===== config.mk =====
export PLATFORM = sky130hd
export DESIGN_NAME = digit_glyph_arbiter
export DESIGN_NICKNAME = d
export VERILOG_FILES = /design/src/rtl/glyph_pkg.sv /design/src/rtl/digit_glyph_rom.sv /design/src/rtl/digit_glyph_arbiter.sv
export SDC_FILE = /design/constraint.sdc
export NUM_CORES = 1
export LEC_CHECK = 0
export CAP_MARGIN = 20
export CELL_PAD_IN_SITES_DETAIL_PLACEMENT = 1
export CELL_PAD_IN_SITES_GLOBAL_PLACEMENT = 2
export CORE_MARGIN = 3
export CORE_UTILIZATION = 28
export DETAILED_ROUTE_END_ITERATION = 16
export PLACE_DENSITY = 0.9
export SETUP_SLACK_MARGIN = 0.02
export SYNTH_ARGS = -nofsm -noshare
export SYNTH_HDL_FRONTEND = slang
export SYNTH_SLANG_ARGS = --single-unit

===== constraint.sdc =====
create_clock -name clk -period 9.55 [get_ports clk]
set_clock_uncertainty 0.2 [all_clocks]
set_input_delay 2.865 -clock clk [delete_from_list [all_inputs] [get_ports clk]]
set_output_delay 2.865 -clock clk [all_outputs]
set_load 0.02 [all_outputs]

===== src/rtl/glyph_pkg.sv =====
// glyph_pkg
// Shared constants and the 5x5 digit bitmap table used by the glyph ROM and
// the arbiter that shares it.
//   GLYPH_W    : pixels per glyph row
//   GLYPH_ROWS : rows per glyph
//   DIGIT_W    : width of a digit code
//   YOFS_W     : width of a row offset
//   NUM_DIGITS : number of valid digit codes (0..9)
package glyph_pkg;

    localparam int GLYPH_W    = 5;
    localparam int GLYPH_ROWS = 5;
    localparam int DIGIT_W    = 4;
    localparam int YOFS_W     = 3;
    localparam int NUM_DIGITS = 10;

    typedef logic [GLYPH_W-1:0]            glyph_row_t;
    typedef logic [GLYPH_W*GLYPH_ROWS-1:0] glyph_bitmap_t;

    // Whole bitmap for one digit; row 0 sits in the top five bits and bit 4
    // of each row is the leftmost pixel. Codes 10..15 map to a blank glyph.
    function automatic glyph_bitmap_t glyph_bitmap(input logic [DIGIT_W-1:0] digit);
        glyph_bitmap_t bm;
        case (digit)
            4'd0:    bm = {5'b11111, 5'b10001, 5'b10001, 5'b10001, 5'b11111};
            4'd1:    bm = {5'b01100, 5'b00100, 5'b00100, 5'b00100, 5'b11111};
            4'd2:    bm = {5'b11111, 5'b00001, 5'b11111, 5'b10000, 5'b11111};
            4'd3:    bm = {5'b11111, 5'b00001, 5'b11111, 5'b00001, 5'b11111};
            4'd4:    bm = {5'b10001, 5'b10001, 5'b11111, 5'b00001, 5'b00001};
            4'd5:    bm = {5'b11111, 5'b10000, 5'b11111, 5'b00001, 5'b11111};
            4'd6:    bm = {5'b11111, 5'b10000, 5'b11111, 5'b10001, 5'b11111};
            4'd7:    bm = {5'b11111, 5'b00001, 5'b00001, 5'b00001, 5'b00001};
            4'd8:    bm = {5'b11111, 5'b10001, 5'b11111, 5'b10001, 5'b11111};
            4'd9:    bm = {5'b11111, 5'b10001, 5'b11111, 5'b00001, 5'b11111};
            default: bm = '0;
        endcase
        return bm;
    endfunction

endpackage


===== src/rtl/digit_glyph_rom.sv =====
// digit_glyph_rom
// Combinational glyph lookup: selects one 5-pixel row of a digit bitmap.
//   digit    : digit code; codes above 9 give a blank row
//   yofs     : row offset within the glyph; offsets above 4 give a blank row
//   row_bits : selected row, bit 4 = leftmost pixel
module digit_glyph_rom
    import glyph_pkg::*;
(
    input  logic [DIGIT_W-1:0] digit,
    input  logic [YOFS_W-1:0]  yofs,
    output glyph_row_t         row_bits
);

    glyph_bitmap_t bitmap;

    always_comb begin
        bitmap   = glyph_bitmap(digit);
        row_bits = '0;
        case (yofs)
            3'd0:    row_bits = bitmap[24:20];
            3'd1:    row_bits = bitmap[19:15];
            3'd2:    row_bits = bitmap[14:10];
            3'd3:    row_bits = bitmap[9:5];
            3'd4:    row_bits = bitmap[4:0];
            default: row_bits = '0;
        endcase
    end

endmodule


===== src/rtl/digit_glyph_arbiter.sv =====
// digit_glyph_arbiter
// Round-robin arbiter sharing one digit glyph ROM between NREQ requesters.
// The granted requester's digit/row offset is looked up in the grant cycle
// and the row is returned, tagged with the requester index, one cycle later.
//   clk       : system clock
//   reset     : asynchronous, active-low reset
//   req       : per-requester request, held until granted
//   req_digit : packed digit codes, requester i at [4i+3:4i]
//   req_yofs  : packed row offsets, requester i at [3i+2:3i]
//   gnt       : one-hot grant, combinational, zero while in reset
//   rsp_valid : registered, one cycle per grant
//   rsp_id    : registered index of the answered requester
//   rsp_bits  : registered glyph row, bit 4 = leftmost pixel
module digit_glyph_arbiter
    import glyph_pkg::*;
#(
    parameter int NREQ = 4,
    parameter int ID_W = $clog2(NREQ)
) (
    input  logic                      clk,
    input  logic                      reset,
    input  logic [NREQ-1:0]           req,
    input  logic [NREQ*DIGIT_W-1:0]   req_digit,
    input  logic [NREQ*YOFS_W-1:0]    req_yofs,
    output logic [NREQ-1:0]           gnt,
    output logic                      rsp_valid,
    output logic [ID_W-1:0]           rsp_id,
    output logic [GLYPH_W-1:0]        rsp_bits
);

    logic [ID_W-1:0]    ptr_q, ptr_d;
    logic               rsp_valid_q, rsp_valid_d;
    logic [ID_W-1:0]    rsp_id_q, rsp_id_d;
    glyph_row_t         rsp_bits_q, rsp_bits_d;

    logic [DIGIT_W-1:0] digit_arr [NREQ];
    logic [YOFS_W-1:0]  yofs_arr  [NREQ];

    logic               gnt_any;
    logic [ID_W-1:0]    gnt_idx;
    logic [ID_W:0]      cand;
    logic [NREQ-1:0]    gnt_raw;
    logic [DIGIT_W-1:0] sel_digit;
    logic [YOFS_W-1:0]  sel_yofs;
    glyph_row_t         rom_row;

    genvar gi;
    generate
        for (gi = 0; gi < NREQ; gi++) begin : g_unpack
            assign digit_arr[gi] = req_digit[gi*DIGIT_W +: DIGIT_W];
            assign yofs_arr[gi]  = req_yofs[gi*YOFS_W +: YOFS_W];
        end
    endgenerate

    // Find-first starting at ptr. The candidate index carries one extra bit
    // so the modulo-NREQ wrap works for non-power-of-two NREQ. Nothing is
    // granted while reset is held low.
    always_comb begin
        gnt_any = 1'b0;
        gnt_idx = '0;
        cand    = '0;
        gnt_raw = '0;
        for (int k = 0; k < NREQ; k++) begin
            cand = {1'b0, ptr_q} + (ID_W+1)'(k);
            if (cand >= (ID_W+1)'(NREQ)) begin
                cand = cand - (ID_W+1)'(NREQ);
            end
            if (!gnt_any && reset && req[cand[ID_W-1:0]]) begin
                gnt_any = 1'b1;
                gnt_idx = cand[ID_W-1:0];
            end
        end
        if (gnt_any) begin
            gnt_raw[gnt_idx] = 1'b1;
        end
    end

    assign gnt = gnt_raw;

    // Single shared ROM fed by the granted requester's operands.
    assign sel_digit = digit_arr[gnt_idx];
    assign sel_yofs  = yofs_arr[gnt_idx];

    digit_glyph_rom u_rom (
        .digit    (sel_digit),
        .yofs     (sel_yofs),
        .row_bits (rom_row)
    );

    // Pointer moves past the winner; id/bits hold when nothing is granted.
    always_comb begin
        ptr_d       = ptr_q;
        rsp_valid_d = gnt_any;
        rsp_id_d    = rsp_id_q;
        rsp_bits_d  = rsp_bits_q;
        if (gnt_any) begin
            ptr_d      = (gnt_idx == ID_W'(NREQ-1)) ? '0 : gnt_idx + 1'b1;
            rsp_id_d   = gnt_idx;
            rsp_bits_d = rom_row;
        end
    end

    always_ff @(posedge clk or negedge reset) begin
        if (!reset) begin
            ptr_q       <= '0;
            rsp_valid_q <= 1'b0;
            rsp_id_q    <= '0;
            rsp_bits_q  <= '0;
        end else begin
            ptr_q       <= ptr_d;
            rsp_valid_q <= rsp_valid_d;
            rsp_id_q    <= rsp_id_d;
            rsp_bits_q  <= rsp_bits_d;
        end
    end

    assign rsp_valid = rsp_valid_q;
    assign rsp_id    = rsp_id_q;
    assign rsp_bits  = rsp_bits_q;

endmodule

Yosys cells after proc, flatten, opt, wreduce, memory -nomap -nowiden
Memory sizes are Yosys's and may differ from the RTL's.
Cells that the tools add are included.
{"block": "word_totals", "ff_bits": 10, "romBits": 336, "inputBits": 34, "output_inout_bits": 12, "wordCells": 73, "n_memories": 1}
{"memory": "(no name shown)", "depth": 16, "width": 21, "rd": 1, "rd_clocked_by_memory_dff": 0, "wr": 0, "line_no": "glyph_pkg.sv:24", "text": "case (digit)"}
{"block": "classes", "n_addsub": 8, "order_cmp": 11, "eq_ne": 5, "mux": 31, "bitwise": 1, "reduce_logical": 12}
{"cell": "$pmux 5 s5", "n": 1}
{"cell": "$mux 2", "n": 9}
{"cell": "$lt 2x3->1 const B", "n": 5}
{"cell": "$ge 3x3->1 const B", "n": 4}
{"cell": "$mux 4", "n": 3}
{"cell": "$mux 1", "n": 9}
{"cell": "$bmux 1 s2", "n": 4}
{"cell": "$bmux 4 s2", "n": 1}
{"cell": "$logic_and 1x1->1", "n": 8}
{"cell": "$sub 2x1->2 const B", "n": 4}
{"cell": "$add 2x2->3 const B", "n": 2}
{"cell": "$bmux 3 s2", "n": 1}
{"cell": "$eq 3x2->1 const B", "n": 2}
{"cell": "$mux 3", "n": 2}
{"cell": "$add 2x1->3 const B", "n": 1}
{"cell": "$eq 3x1->1 const B", "n": 1}
{"cell": "$eq 3x3->1 const B", "n": 1}
{"cell": "$ge 2x3->1 const B", "n": 1}
{"cell": "$logic_not 1->1", "n": 3}
{"cell": "$logic_not 3->1", "n": 1}
{"cell": "$not 2->3", "n": 1}
{"cell": "$add 2x1->2 const B", "n": 1}
{"cell": "$demux 1 s2", "n": 1}
{"cell": "$eq 2x2->1 const B", "n": 1}
{"cell": "$ge 2x1->1 const B", "n": 1}

Depth between registers and ports, before layout
Gate-level depths: netlist (run 1).
{"block": "logic_depth", "word_depth": 24, "depth_mapped": 16, "depth_no_buf": 14}

Hierarchy
From an unflattened synthesis (run 1), not the netlist that was laid out.
{"block": "unflattened", "cells_unflattened": 182, "area_unflattened_um2": 1654.1}
{"mod": "digit_glyph_arbiter", "n_inst": 1, "cells_each": 123, "area_per_inst_um2": 1211.2, "seq_area_each_um2": 250.2}
{"mod": "digit_glyph_rom", "n_inst": 1, "cells_each": 59, "area_per_inst_um2": 442.9, "seq_area_each_um2": 0.0}

Worst setup path before layout (run 1)
Ideal clock, no wire load.
{"block": "synth_path", "path_kind": "in2out", "from": "in req[2]", "to": "out gnt[1]", "t_arrival_ns": 4.505, "required_ns": 6.485, "path_slack_ns": 1.980, "stages": 9, "n_path_buf": 2, "path_cell_list": "buf_6 -> or4b_1 -> o22ai_1 -> o221ai_2 -> nand2_4 -> buf_12 -> inv_1 -> ha_1 -> and2_1"}
{"block": "synth_between", "elab_chain_cells": 21, "word_cells_on_any_way": 32, "classes_between": "2 x order compare; 19 x mux; 11 x reduce/logical"}
{"item": "start: declaration", "line_no": "digit_glyph_arbiter.sv:22", "text": "input logic [NREQ-1:0] req,"}
{"item": "$bmux 1 s2", "line_no": "digit_glyph_arbiter.sv:68", "text": "if (!gnt_any && reset && req[cand[ID_W-1:0]]) begin"}
{"item": "$mux 1 (not written as such)", "line_no": "digit_glyph_arbiter.sv:68"}
{"item": "$logic_and 1x1->1", "line_no": "digit_glyph_arbiter.sv:68"}
{"item": "$mux 1", "line_no": "digit_glyph_arbiter.sv:68"}
{"item": "$logic_not 1->1", "line_no": "digit_glyph_arbiter.sv:68"}
{"item": "$logic_and 1x1->1 (2 in a row)", "line_no": "digit_glyph_arbiter.sv:68"}
{"item": "$mux 1", "line_no": "digit_glyph_arbiter.sv:68"}
{"item": "$logic_not 1->1", "line_no": "digit_glyph_arbiter.sv:68"}
{"item": "[... 4 more ...]"}
{"item": "$logic_and 1x1->1 (2 in a row)", "line_no": "digit_glyph_arbiter.sv:68"}
{"item": "$mux 2 *", "line_no": "digit_glyph_arbiter.sv:68"}
{"item": "named net gnt_idx[1]", "line_no": "digit_glyph_arbiter.sv:40", "text": "logic [ID_W-1:0] gnt_idx;"}
{"item": "$lt 2x3->1 (not written as such) or $ge 2x1->1 (tied branches)", "line_no": "digit_glyph_arbiter.sv:74", "text": "gnt_raw[gnt_idx] = 1'b1;"}
{"item": "$logic_and 1x1->1 (not written as such)", "line_no": "digit_glyph_arbiter.sv:74"}
{"item": "$mux 1 (not written as such)", "line_no": "digit_glyph_arbiter.sv:74"}
{"item": "$demux 1 s2 *", "line_no": "digit_glyph_arbiter.sv:74"}
{"item": "$mux 4 *", "line_no": "digit_glyph_arbiter.sv:73", "text": "if (gnt_any) begin"}
{"item": "end: declaration", "line_no": "digit_glyph_arbiter.sv:25", "text": "output logic [NREQ-1:0] gnt,"}
The timed path passes the listed nets; every way through them passes the cells marked *. The select of a mux whose other input is x is not followed.

Worst setup path in the final report (run 1)
{"block": "layout_path", "from": "in req[2]", "to": "out gnt[1]"}
{"block": "layout_between", "elab_chain_cells": 21, "word_cells_on_any_way": 32, "classes_between": "2 x order compare; 19 x mux; 11 x reduce/logical"}
{"item": "$bmux 1 s2", "line_no": "digit_glyph_arbiter.sv:68"}
{"item": "$mux 1 (not written as such)", "line_no": "digit_glyph_arbiter.sv:68"}
{"item": "$logic_and 1x1->1", "line_no": "digit_glyph_arbiter.sv:68"}
{"item": "$mux 1", "line_no": "digit_glyph_arbiter.sv:68"}
{"item": "$logic_not 1->1", "line_no": "digit_glyph_arbiter.sv:68"}
{"item": "$logic_and 1x1->1 (2 in a row)", "line_no": "digit_glyph_arbiter.sv:68"}
{"item": "$mux 1", "line_no": "digit_glyph_arbiter.sv:68"}
{"item": "$logic_not 1->1", "line_no": "digit_glyph_arbiter.sv:68"}
{"item": "[... 3 more ...]"}
{"item": "$logic_not 1->1", "line_no": "digit_glyph_arbiter.sv:68"}
{"item": "$logic_and 1x1->1 (2 in a row)", "line_no": "digit_glyph_arbiter.sv:68"}
{"item": "$mux 2", "line_no": "digit_glyph_arbiter.sv:68"}
{"item": "$lt 2x3->1 (not written as such) or $ge 2x1->1 (tied branches)", "line_no": "digit_glyph_arbiter.sv:74"}
{"item": "$logic_and 1x1->1 (not written as such)", "line_no": "digit_glyph_arbiter.sv:74"}
{"item": "$mux 1 (not written as such)", "line_no": "digit_glyph_arbiter.sv:74"}
{"item": "$demux 1 s2", "line_no": "digit_glyph_arbiter.sv:74"}
{"item": "$mux 4 *", "line_no": "digit_glyph_arbiter.sv:73"}
Mark *: on every way between the ends. The rest lies on a longest branch, timed or not. The select of a mux whose other input is x is not followed.

==> results.cfg, run 1 <==
[outcome]
outcome = completed

[sta]
fin_crit_ns = 8.69
setup_tns_ns = 0
finalSetupViolCount = 0
timing.hold.ws_ns = 0.286
rsz0062_at_grt = false
period_share = 0.910
timing.fmax_mhz = 115
final-hold-violation-count = 0
maxSlewViolCount = 0
worst_pin_slew_ns = 0.796
final_critical_path_setup_slack_ns = 0.862
slew_headroom = 0.469

[place]
dp_hpwl_mm = 3.12
place.port_buffers = 45
routabilityCongestion = 0.791
dp_slack_ns = 0.825

[worst_setup_path]
r2r_end = rsp_bits[2]$_DFFE_PN0P_
worstPathRequired_ns = 6.49
critPathCaptureType = output port
cp_cell_sequence = clkdlybuf4s50_1 > or3b_2 > a21oi_1 > o221ai_2 > nand2_4 > inv_1 > ha_1 > and2_1 > clkdlybuf4s50_1
worstPathMaxFanout = 14
rr_worst_depth = 13
start_kind = input port
crit_arrival_ns = 5.62
critical-path-top-delay-family = buffers and inverters
regToRegSetupSlack_ns = 5.47
r2r-start = ptr_q[0]$_DFFE_PN0P_
cp_slowest_stage_delay_ns = 0.64
cp_num_buf_inv = 3
worstSetupPathType = input port to output port
cpMaxStageDelayCell = clkdlybuf4s50_1
cp.depth = 9
cp_common_cell = clkdlybuf4s50_1

[detailed_routing]
vias_per_cell = 5.01
drc = 0
via_count = 1383
first_iter_violations = 46
wl_per_cell_um = 14.2
drtAntennaViolNets = 0
first_pass_iters = 4
routed_wirelength_mm = 3.91

[clock_network]
clk_pin_slew_ns = 0.05
clockRootBuffer = clkbuf_8
cts_made_buffers = 3
tritoncts = done
cts.sinks = 10
cts_resized = 0
clkLatencyLatePin_ns = 0.23
clockBufferDepth = 2
post_cts_buffers = 0
cts_hold_buf = 0
htreeDepth = 1

[die]
ios = 46
start_util = 0.292
row_count = 25
coreArea_um2 = 4790
die_w_um = 76.6
die_h_um = 76.6
die-area_um2 = 5870

[global_route]
met2_usage = 0.245
grt_pass1_wl_mm = 6.96
grt_start_max_net_pins = 18
first_global_vias = 1442
grt_overflow = 0
antenna_found_initial = 0
grt_use_met3 = 0.0177
busiest_layer = met2
grt_use_met1 = 0.182
grt_usage = 0.140

[power]
power_switching_uw = 157
power_frac_seq = 0.202
power_density_nw_per_um2 = 185
intPower_uw = 196
p_clk_frac = 0.145
p_sw_frac = 0.445
power.leakage_nw = 0.768
p_comb_frac = 0.653
ir_drop_mv = 0.0559

[synth]
ys_seq_elements = 10
seq_area_frac_synth = 0.179
ys_async_sr_fraction = 1.00
synth.distinct_cells = 61
ys.flop_type = dfrtp_1
synth_edf_count = 0
avgSynthCellArea_um2 = 8.41
synth_fp_nets = 210
synthCells = 166
yosys_warnings = 0
syn_area_um2 = 1400

[cells_and_area]
final_nets = 254
drive_above_1_share = 0.120
area_growth_pct = 37.2
diodes = 0
fillers = 586

[run]
max_cap_violations = 0

[worst_hold_path]
hold_class = flip-flop to flip-flop
worstHoldStart = rsp_id[0]$_DFFE_PN0P_
hold_path_end = rsp_id[0]$_DFFE_PN0P_
hold_depth = 2
-- placed cells by master (no fill, tap or decap), drive strengths merged, types with 2 or more instances in the layout --
cell / n
mux2: 2
nand3: 2
buf: 3
nor2b: 2
or2: 2
a21oi: 13
o21ai: 5
nor3: 2
nand2: 30
nor2: 9
a211oi: 4
a311oi: 3
inv: 6
nand3b: 2
and3b: 2
o221ai: 2
a311o: 3
a31oi: 2
and2: 4
a22o: 2
mux2i: 9
nand2b: 6
clkdlybuf4s50: 45
o21a: 3
o22ai: 2
dfrtp: 10
clkbuf: 4
ha: 10
-- cell usage after synthesis, types with 3 or more instances --
cell	n	area [um^2]
ha_1	10	125
buf_6	4	45.0
mux2i_1	7	70.1
nand2b_1	6	37.5
a21oi_1	13	65.1
buf_4	3	22.5
a211oi_1	3	22.5
nand2_1	28	105
inv_1	5	18.8
nor2_1	9	33.8
dfrtp_1	10	250
o21a_1	3	22.5
and2_1	4	25.0
-- state kept, by name, indices dropped and copies added, names as in the netlist --
name	count
rsp_valid	1
rsp_bits	5
rsp_id	2
ptr_q	2
-- stage by stage --
stage | util | instances | power [mW] | area (um^2)
after floorplan | - | 166 | 0.240 | 1400
after global placement | 0.389 | 272 | 0.300 | 1860
after detailed placement | 0.389 | 272 | 0.305 | 1860
after CTS | 0.400 | 276 | 0.358 | 1920
after global routing | 0.400 | 276 | 0.387 | 1920
final | 0.400 | 276 | 0.353 | 1920
-- worst min-delay path: cells and delay by family, from the launching register on --
kind	cells	cell delay [ns]
flops	1	0.34
simple gates	2	0.11
-- logic make-up after synthesis --
| logic type | synth area share |
|---|---|
| XOR/XNOR | 0.00627 |
| adder cells (fa/ha/maj) | 0.0896 |
| AO/OA/AOI/OAI | 0.301 |
| buffers and inverters | 0.0851 |
| flip-flops | 0.179 |
| AND/OR/NAND/NOR | 0.246 |
| multiplexers | 0.0923 |
-- per-layer routing --
layer / vias to the layer above / share of wire
met5: - / 0
met4: 0 / 0.0095
met3: 4 / 0.033
met2: 30 / 0.47
met1: 648 / 0.48
li1: 701 / -
-- power by group through the flow --
stage	Sequential, mW	Combinational (mW)	Clock (mW)
2_1_floorplan	0.0781	0.162	0
3_3_place_gp	0.0718	0.228	0
3_5_place_dp	0.0720	0.233	0
4_1_cts	0.0719	0.233	0.0529
5_1_grt	0.0742	0.257	0.0565
6_report	0.0714	0.231	0.0512
-- worst max path at each step --
stage          startpoint      to  slack (ns)
5_1_grt            req[2]  gnt[1]        0.61
4_1_cts            req[2]  gnt[1]        0.83
6_report           req[2]  gnt[1]        0.86
2_1_floorplan      req[2]  gnt[1]        1.98
3_3_place_gp       req[2]  gnt[1]        0.90
3_5_place_dp       req[2]  gnt[1]        0.82
-- layout make-up --
cell class              instances  area, um^2  area share
multi-input cells             140        1030       0.536
repair buffers                 48         473       0.247
flip-flops and latches         10         250       0.131
well taps                      67        83.8      0.0438
clock buffers                   4        55.1      0.0287
inverters                       7        26.3      0.0137
(Power assumes the default switching activity.)
==> inputs of run 2 (changes only) <==
--- a/config.mk
+++ b/config.mk
@@ -8,7 +8,7 @@
 export CAP_MARGIN = 20
 export CELL_PAD_IN_SITES_DETAIL_PLACEMENT = 1
 export CELL_PAD_IN_SITES_GLOBAL_PLACEMENT = 2
-export CORE_MARGIN = 3
+export CORE_ASPECT_RATIO = 0.8
 export CORE_UTILIZATION = 28
 export DETAILED_ROUTE_END_ITERATION = 16
 export PLACE_DENSITY = 0.9
==> run 2 against run 1 <==
Net effect:
- flip-flop and latch count unchanged
- register-to-register slack got worse by 0.04 ns
- global-route usage up 2.9 points
- critical endpoint unchanged
- highest routed layer unchanged
- critical path type unchanged
==> results.cfg, run 2 (same netlist as run 1, synthesis figures left out) <==
[outcome]
outcome = completed

[die]
ios = 46
row_count = 22
start_util = 0.298
die-area_um2 = 5280
die_w_um = 81.0
die_h_um = 65.2
coreArea_um2 = 4680

[detailed_routing]
first_iter_violations = 41
routed_wirelength_mm = 4.09
vias_per_cell = 5.19
wl_per_cell_um = 15.2
via_count = 1396
drc = 0
first_pass_iters = 4
drtAntennaViolNets = 0

[cells_and_area]
drive_above_1_share = 0.120
largest_register_ffs = 5
diodes = 0
layout_commonest_cell = clkdlybuf4s50_1
most-common-layout-cells = clkdlybuf4s50_1, nand2_1, a21oi_1
area_growth_pct = 36.6
final_nets = 254

[place]
dp_slack_ns = 0.802
dp_hpwl_mm = 3.19
place.port_buffers = 45
routabilityCongestion = 0.758

[worst_hold_path]
hold_class = flip-flop to flip-flop

[sta]
timing.fmax_mhz = 114
rsz0062_at_grt = false
final_critical_path_setup_slack_ns = 0.813
maxSlewViolCount = 0
worst_pin_slew_ns = 0.773
setup_tns_ns = 0
period_share = 0.915
fin_crit_ns = 8.74
finalSetupViolCount = 0
slew_headroom = 0.484
final-hold-violation-count = 0

[run]
max_cap_violations = 0

[clock_network]
clk_pin_slew_ns = 0.05
htreeDepth = 1
cts_resized = 0
cts_hold_buf = 0
post_cts_buffers = 0
cts_made_buffers = 3
clockBufferDepth = 2
tritoncts = done
clockRootBuffer = clkbuf_8
clkLatencyLatePin_ns = 0.24
cts.sinks = 10

[worst_setup_path]
cp_cell_sequence = clkdlybuf4s50_1 > or3b_2 > a21oi_1 > o221ai_2 > nand2_4 > inv_1 > ha_1 > and2_1 > clkdlybuf4s50_1
crit_arrival_ns = 5.67
start_kind = input port
worstPathMaxFanout = 14
cp_slowest_stage_delay_ns = 0.63
cpMaxStageDelayCell = clkdlybuf4s50_1
worstSetupPathType = input port to output port
critical-path-top-delay-family = buffers and inverters
critPathCaptureType = output port
cp_common_cell = clkdlybuf4s50_1
worstPathRequired_ns = 6.49
cp_num_buf_inv = 3

[global_route]
antenna_found_initial = 0
grt_pass1_wl_mm = 6.96
grt_overflow = 0
grt_usage = 0.170
grt_start_max_net_pins = 18
first_global_vias = 1405

[power]
power_density_nw_per_um2 = 187
ir_drop_mv = 0.0940
power.leakage_nw = 0.768
-- run 2: power breakdown --
group          total, mW  switching (mW)  internal, mW
logic              0.233           0.129         0.104
clock network     0.0530          0.0168        0.0362
registers         0.0710          0.0151        0.0560
total              0.357           0.161         0.197
-- run 2: stage by stage --
| step | hold slack [ns] | cells | total power [mW] | area (um^2) | util |
|---|---|---|---|---|---|
| after floorplan | 0.379 | 166 | 0.240 | 1400 | - |
| after global placement | 0.277 | 265 | 0.301 | 1850 | 0.396 |
| after detailed placement | 0.277 | 265 | 0.305 | 1850 | 0.396 |
| after CTS | 0.297 | 269 | 0.361 | 1910 | 0.407 |
| after global routing | 0.318 | 269 | 0.389 | 1910 | 0.407 |
| final | 0.283 | 269 | 0.357 | 1910 | 0.407 |
-- run 2: worst paths after layout --
kind	cells after the start	slack, ns	start	endpoint
setup / recovery	9	0.81	req[2]	gnt[1]
hold / removal	2	0.28	rsp_id[1]$_DFFE_PN0P_	rsp_id[1]$_DFFE_PN0P_
setup reg to reg	13	5.43	ptr_q[0]$_DFFE_PN0P_	rsp_bits[2]$_DFFE_PN0P_
hold reg to reg	2	0.28	rsp_id[1]$_DFFE_PN0P_	rsp_id[1]$_DFFE_PN0P_
max in group asynchronous	2	6.03	reset	rsp_valid$_DFF_PN0_
min in group asynchronous	1	2.69	reset	ptr_q[1]$_DFFE_PN0P_
-- run 2: area by class of cell --
type	count	area [um^2]
Fill cell	578	2770
Tap cell	60	75.1
Inverter	7	26.3
Sequential cell	10	250
Clock buffer	4	55.1
Timing Repair Buffer	48	473
Multi-Input combinational cell	140	1030
-- run 2: worst reg2reg max path: cells and delay by family (launching register included) --
kind | cells | cell delay [ns]
AND/OR/NAND/NOR | 4 | 0.97
AO/OA/AOI/OAI | 7 | 1.83
adder cells (fa/ha/maj) | 1 | 0.35
flip-flops | 1 | 0.51
multiplexers | 1 | 0.18
-- run 2: routing by layer --
layer	routed length [um]	GRT usage	up-vias
met5	0	0	-
met4	17	0.0290	0
met3	144	0.0181	2
met2	1780	0.257	35
met1	2140	0.258	658
li1	-	-	701
